### config.mk
export PLATFORM = sky130hd
export DESIGN_NAME = booth_mult_seq
export DESIGN_NICKNAME = d
export VERILOG_FILES = /design/src/rtl/booth_mult_seq.sv
export SDC_FILE = /design/constraint.sdc
export NUM_CORES = 1
export LEC_CHECK = 0
export CAP_MARGIN = 25
export CORE_ASPECT_RATIO = 1.1
export CORE_MARGIN = 4
export CORE_UTILIZATION = 40
export CTS_CLUSTER_SIZE = 8
export DETAILED_ROUTE_END_ITERATION = 10
export PLACE_DENSITY_LB_ADDON = 0.12
export SYNTH_ARGS = -nofsm -noshare
export SYNTH_HDL_FRONTEND = slang
export SYNTH_SLANG_ARGS = --single-unit
### constraint.sdc
create_clock -name clk -period 13.1 [get_ports clk]
set_input_delay 1.965 -clock clk [delete_from_list [all_inputs] [get_ports clk]]
set_output_delay 1.965 -clock clk [all_outputs]
set_load 0.1 [all_outputs]
### src/rtl/booth_mult_seq.sv
// booth_mult_seq: iterative radix-4 Booth multiplier.
// Retires one Booth digit per clock and returns the full 2*WIDTH-bit product
// for either signed or unsigned operands, chosen per operation.
// Handshake: start is accepted from IDLE only. busy covers CALC and DONE.
// done is a one-cycle pulse, and product holds until the next DONE or reset.
module booth_mult_seq #(
    parameter int WIDTH = 16
) (
    input  logic                 clk,
    input  logic                 rst,
    input  logic                 start,
    input  logic                 is_signed,
    input  logic [WIDTH-1:0]     a,
    input  logic [WIDTH-1:0]     b,
    output logic                 busy,
    output logic                 done,
    output logic [2*WIDTH-1:0]   product
);

    // Number of radix-4 digits: the multiplier is widened by two bits so
    // that an unsigned operand keeps a zero sign position.
    localparam int N  = WIDTH / 2 + 1;
    localparam int AW = 2 * WIDTH + 2;   // accumulator / shifted multiplicand
    localparam int QW = WIDTH + 2;       // extended multiplier
    localparam int CW = $clog2(N);
    localparam logic [CW-1:0] LAST_DIGIT = CW'(N - 1);
    localparam logic [AW-1:0] ONE        = AW'(1);

    typedef enum logic [1:0] {
        IDLE = 2'd0,
        CALC = 2'd1,
        DONE = 2'd2
    } state_t;

    state_t          state_reg;
    logic [AW-1:0]   acc_reg;
    logic [AW-1:0]   mcand_reg;     // multiplicand pre-shifted by 4^i
    logic [QW-1:0]   mplier_reg;    // multiplier, consumed two bits per step
    logic            prev_bit_reg;  // b[2i-1] of the current digit
    logic [CW-1:0]   cnt_reg;

    // Operand extension: sign-extend in signed mode, zero-extend otherwise.
    logic            ext_a;
    logic            ext_b;
    wire  [AW-1:0]   a_ext;
    wire  [QW-1:0]   b_ext;

    assign ext_a = is_signed & a[WIDTH-1];
    assign ext_b = is_signed & b[WIDTH-1];

    assign a_ext[WIDTH-1:0] = a;
    assign b_ext[WIDTH-1:0] = b;

    for (genvar gi = WIDTH; gi < AW; gi++) begin : g_a_ext
        assign a_ext[gi] = ext_a;
    end

    for (genvar gi = WIDTH; gi < QW; gi++) begin : g_b_ext
        assign b_ext[gi] = ext_b;
    end

    // Booth digit selection. The multiplicand register already carries the
    // 4^i weight, so the addend is simply 0, +-A or +-2A of it.
    logic [2:0]      digit_bits;
    logic [AW-1:0]   mcand_x2;
    logic [AW-1:0]   addend;
    logic [AW-1:0]   acc_next;

    assign digit_bits = {mplier_reg[1:0], prev_bit_reg};
    assign mcand_x2   = {mcand_reg[AW-2:0], 1'b0};

    // Recode the current digit into the value to accumulate (negation is invert + 1).
    always_comb begin
        addend = '0;
        case (digit_bits)
            3'b001, 3'b010: addend = mcand_reg;
            3'b011:         addend = mcand_x2;
            3'b100:         addend = ~mcand_x2 + ONE;
            3'b101, 3'b110: addend = ~mcand_reg + ONE;
            default:        addend = '0;
        endcase
    end

    assign acc_next = acc_reg + addend;

    // Control FSM and datapath. Shifting the multiplicand left instead of the
    // accumulator right gives the same sum modulo 2^AW with a fixed-position product.
    always_ff @(posedge clk) begin
        if (rst) begin
            state_reg    <= IDLE;
            busy         <= 1'b0;
            done         <= 1'b0;
            product      <= '0;
            acc_reg      <= '0;
            mcand_reg    <= '0;
            mplier_reg   <= '0;
            prev_bit_reg <= 1'b0;
            cnt_reg      <= '0;
        end else begin
            case (state_reg)
                IDLE: begin
                    done <= 1'b0;
                    if (start) begin
                        mcand_reg    <= a_ext;
                        mplier_reg   <= b_ext;
                        prev_bit_reg <= 1'b0;
                        acc_reg      <= '0;
                        cnt_reg      <= '0;
                        busy         <= 1'b1;
                        state_reg    <= CALC;
                    end
                end
                CALC: begin
                    acc_reg      <= acc_next;
                    mcand_reg    <= {mcand_reg[AW-3:0], 2'b00};
                    mplier_reg   <= {2'b00, mplier_reg[QW-1:2]};
                    prev_bit_reg <= mplier_reg[1];
                    cnt_reg      <= cnt_reg + CW'(1);
                    if (cnt_reg == LAST_DIGIT) begin
                        product   <= acc_next[2*WIDTH-1:0];
                        done      <= 1'b1;
                        state_reg <= DONE;
                    end
                end
                DONE: begin
                    done      <= 1'b0;
                    busy      <= 1'b0;
                    state_reg <= IDLE;
                end
                default: begin
                    done      <= 1'b0;
                    busy      <= 1'b0;
                    state_reg <= IDLE;
                end
            endcase
        end
    end

endmodule

# Word level (Yosys, flattened, before mapping)
# Cells that the tools add are included.
# word_totals
reg_bits	127
input_bits	36
out_inout_bits	34
word_cells	53
# op_classes
n_addsub	4
eq_ne	10
n_mux	16
bitwise_logic	5
reduce_logical	9
# ops
operator	n
$pmux 34 s2	2
$pmux 34 s4	1
$add 34x1->34 const B	2
$mux 34	2
$not 34->34	2
$pmux 18 s2	1
$add 34x34->34	1
$mux 18	1
$eq 3x3->1 const B	3
$pmux 4 s2	1
$reduce_and 2->1	4
$eq 3x2->1 const B	2
$reduce_or 2->1	3
$add 4x1->4 const B	1
$eq 4x4->1 const B	1
$mux 2	2
$mux 4	1
$ne 2x2->1 const B	2
$pmux 1 s2	2
$pmux 2 s2	1
$eq 3x1->1 const B	1
$and 1x1->1	2
$eq 2x1->1 const B	1
$logic_not 2->1	1
other kinds (3)	4

# Depth between registers and ports, before layout
# logic_depth
word_depth	5
mapped_depth	19
depth_no_buf	19

# Least setup slack after synthesis
# No wires, ideal clock.
# synth_path
path_kind	flip-flop to flip-flop
from	reg mcand_reg[6]
to	reg acc_reg[30]
setup_ns	0.128
t_arrival_ns	4.663
required_time_ns	12.972
path_slack_ns	8.309
stages_incl_launch_ff	19
period_less_slack_ns	4.791
cell_sequence	dfxtp_1 buf_6 or4_4 nand4bb_2 or3_1 or3_1 nand2_1 xnor2_1 a221oi_1 a21oi_1 ha_1 a2111oi_0 o21ai_0 a221o_1 a2111oi_0 o31ai_1 xor2_1 a22oi_1 nor2_1
# synth_via
elab_chain_len	5
word_cells_on_any_way	7
cone_classes	add/sub: 3; mux: 2; bitwise: 2
# synth_rtl
item	line_no	source
start, declared	37	logic [AW-1:0] mcand_reg;
start signal, assigned	104	mcand_reg <= a_ext;
start signal, assigned	115	mcand_reg <= {mcand_reg[AW-3:0], 2'b00};
$not 34->34 (on tied branches)	79, 78	
$add 34x1->34 (on tied branches)	79, 78	
$pmux 34 s4 *	75	case (digit_bits)
$add 34x34->34 *	84	assign acc_next = acc_reg + addend;
$pmux 34 s2 *	100	case (state_reg)
end signal, assigned	114	acc_reg <= acc_next;
end, declared	36	logic [AW-1:0] acc_reg;
# Mark *: on every way between the ends. The rest lies on a longest branch, timed or not.
# A chain may end at the register's enable or synchronous reset.

# Final worst setup path
# Ends and elaborated chain as after synthesis.

==> impl_metrics.json <==
{
  "period_share_pct": 40.01,
  "syn_area_per_cell_um2": 7.540,
  "grt_max_degree": 69,
  "ios": 70,
  "hold_path_class": "register to register",
  "synth.most_common_cell": "nor2_1",
  "synth_top_cell_by_area": "dfxtp_1",
  "worstSetupPathType": "register to register",
  "grt_use_total_pct": 20.34,
  "grt_pass1_vias": 7111,
  "leakagePower_nw": 3.573,
  "grtUsageMet3_pct": 3.829,
  "fp.dieW_um": 143.9,
  "cts_root_buf": "clkbuf_16",
  "globalplace.congestion": 0.9297,
  "met1_usage_pct": 28.14,
  "wl_per_cell_um": 16.74,
  "use_met2_pct": 32.08,
  "yosysSeqAreaShare_pct": 30.05,
  "worst-path-stages": 18,
  "holdPathStages": 2,
  "worst_r2r_path_depth": 18,
  "via_count": 7717,
  "yosysWarningCount": 0,
  "core_area_um2": 19930,
  "antenna_found_initial": 0,
  "layout.nets": 1157,
  "synth_edf_count": 0,
  "finalHoldWorstSlack_ns": 0.4536,
  "rsz0062_at_grt": "no",
  "synth-main-ff-cell": "dfxtp_1",
  "synth-seq-cells": 122,
  "rows": 54,
  "cpMaxStageDelayCell": "or4_4",
  "max_stage_delay_ns": 0.58,
  "antenna_cells": 0,
  "slew_headroom_pct": 34.59,
  "critPathArrivalTime_ns": 5.54,
  "num-fill-cells": 1976,
  "max-cap-violations": 0,
  "max_clock_freq_mhz": 190.8,
  "syn_nets": 1149,
  "synth_cell_type_count": 73,
  "status": "finished clean",
  "synth_cells": 1078,
  "cellPowerDensity_nw_per_um2": 124.7,
  "yosys-top-cells-area": "dfxtp_1, nor2_1, a21oi_1, a22oi_1, xnor2_1",
  "place.port_buffers": 69,
  "setup-violations-final": 0,
  "p_total_mw": 1.185,
  "critPathRequiredTime_ns": 13.40,
  "worst-slew-pin-transition_ns": 0.9781,
  "initial_utilization_pct": 40.78,
  "grt-busiest-layer": "met2",
  "cp-end-kind": "register",
  "overflow": 0,
  "path_delay_family": "compound AO/OA/AOI/OAI gates",
  "h-tree-depth": 4,
  "grt_pass1_wl_um": 37370,
  "die_area_um2": 22670,
  "vias_per_cell": 5.712,
  "syn_area_um2": 8128,
  "layout-drive-gt1-share_pct": 7.552,
  "post_cts_resized": 0,
  "path_cells": "or4_4 -> nand4bb_2 -> or3_1 -> or3_1 -> nand2_1 -> xnor2_1 -> a221oi_1 -> a21oi_1 -> ha_1 -> a2111oi_0 -> o21ai_0 -> a221o_1 -> a2111oi_0 -> dlymetal6s2s_1 -> o31ai_1 -> xor2_1 -> a22oi_1 -> nor2_1",
  "drtIter0Drc": 568,
  "synth_top_area_share_pct": 30.05,
  "fin_util_pct": 47.68,
  "syn_to_final_growth_pct": 16.93,
  "synth_common_cells": "nor2_1, dfxtp_1, nand2_1, a21oi_1, clkbuf_1",
  "ant_nets": 0,
  "crit_path_start_kind": "register",
  "cts_buffer_depth": 2,
  "setup-tns-final_ns": 0,
  "cts.sinks": 122,
  "clock_skew_ns": 0.01158,
  "crit_fanout": 9,
  "hpwlAfterDp_um": 15420,
  "clk_latency_ns": 0.44,
  "ir_worst_vdd_mv": 0.09594,
  "hold_viol": 0,
  "critPathBufInv": 1,
  "min_period_ns": 5.241,
  "post_cts_buffers": 0,
  "cts_tree": "yes",
  "first_pass_iters": 5,
  "cts.clk_slew.worst_paths_ns": 0.06,
  "wl_um": 22620,
  "cts_buffers": 17,
  "ctsHoldBuffers": 0,
  "async_reset_ff_share_pct": 0,
  "drc_errors": 0,
  "drv_slew": 0,
  "die_height_um": 157.5
}
==> metrics by stage <==
step           worst slack, ns  cells  instance area (um^2)
4_1_cts                  7.336   1350                  9492
6_report                 7.859   1351                  9504
3_5_place_dp             7.473   1318                  8886
2_1_floorplan            8.310   1078                  8128
5_1_grt                  7.494   1351                  9504
3_3_place_gp             7.582   1317                  8859
==> routing by layer <==
| metal | share of wire [%] | vias up | wire length [um] |
|---|---|---|---|
| met5 | 0 | - | 0 |
| li1 | - | 3894 | - |
| met2 | 45 | 213 | 10180 |
| met3 | 5.0 | 30 | 1121 |
| met1 | 48 | 3580 | 10870 |
| met4 | 2.0 | 0 | 453 |
==> where the power goes <==
part,internal (mW),switching (mW),total [mW],leakage [nW]
logic,0.113,0.167,0.280,2.28
registers,0.391,0.0260,0.416,0.995
clock network,0.288,0.201,0.489,0.296
==> layout make-up <==
type	instances	area, um^2	share of cell area [%]
repair buffers	82	810.8	8.531
clock buffers	17	425.4	4.476
clock inverters	15	180.2	1.896
flip-flops and latches	122	2444	25.71
inverters	18	67.56	0.7109
well taps	252	315.3	3.318
multi-input cells	845	5261	55.36
==> final timing paths <==
kind	to	slack, ns	startpoint
max	acc_reg[30]	7.86	mcand_reg[6]
min	product[1]	0.45	product[1]
max reg2reg	acc_reg[30]	7.86	mcand_reg[6]
min reg2reg	product[1]	0.45	product[1]
==> logic make-up (layout without fill, tap and decap cells) <==
logic type                 Yosys count  in the layout  share of synthesized area [%]
and+or+nand+nor                    423            423                          24.63
AOI/OAI and AO/OA                  301            301                          24.60
DFF                                122            122                          30.05
buffers and inverters              111            132                          5.373
xor gates and xnor gates            73             73                          7.959
adders and majority gates           35             35                          5.480
muxes                               13             13                          1.909
==> tightest hold or removal path: stages, from the launching register on <==
cell and delay [ns]:
dfxtp_1 0.31, nand2_1 0.05, a21oi_1 0.05
==> cell usage in the layout, fill, tap and decap left out, types with 7 or more instances in the layout <==
master | synthesis | final
buf_4 | 0 | 12
nor3_1 | 23 | 23
a31oi_1 | 11 | 11
nor4_1 | 22 | 22
o31ai_1 | 7 | 7
or3_1 | 10 | 10
xor2_1 | 21 | 21
nor2b_1 | 12 | 11
nor2_1 | 171 | 169
mux2_2 | 10 | 10
clkdlybuf4s50_1 | 0 | 68
dfxtp_1 | 122 | 121
nand2b_1 | 10 | 10
clkbuf_16 | 0 | 17
a22oi_1 | 64 | 64
nand3b_1 | 9 | 9
ha_1 | 34 | 34
nand3_1 | 14 | 14
inv_1 | 17 | 17
nand2_1 | 107 | 107
a21o_1 | 10 | 10
a21oi_1 | 100 | 100
or2_2 | 8 | 8
a221oi_1 | 17 | 17
xnor2_1 | 51 | 51
o21ai_0 | 32 | 32
(Power assumes the default switching activity.)
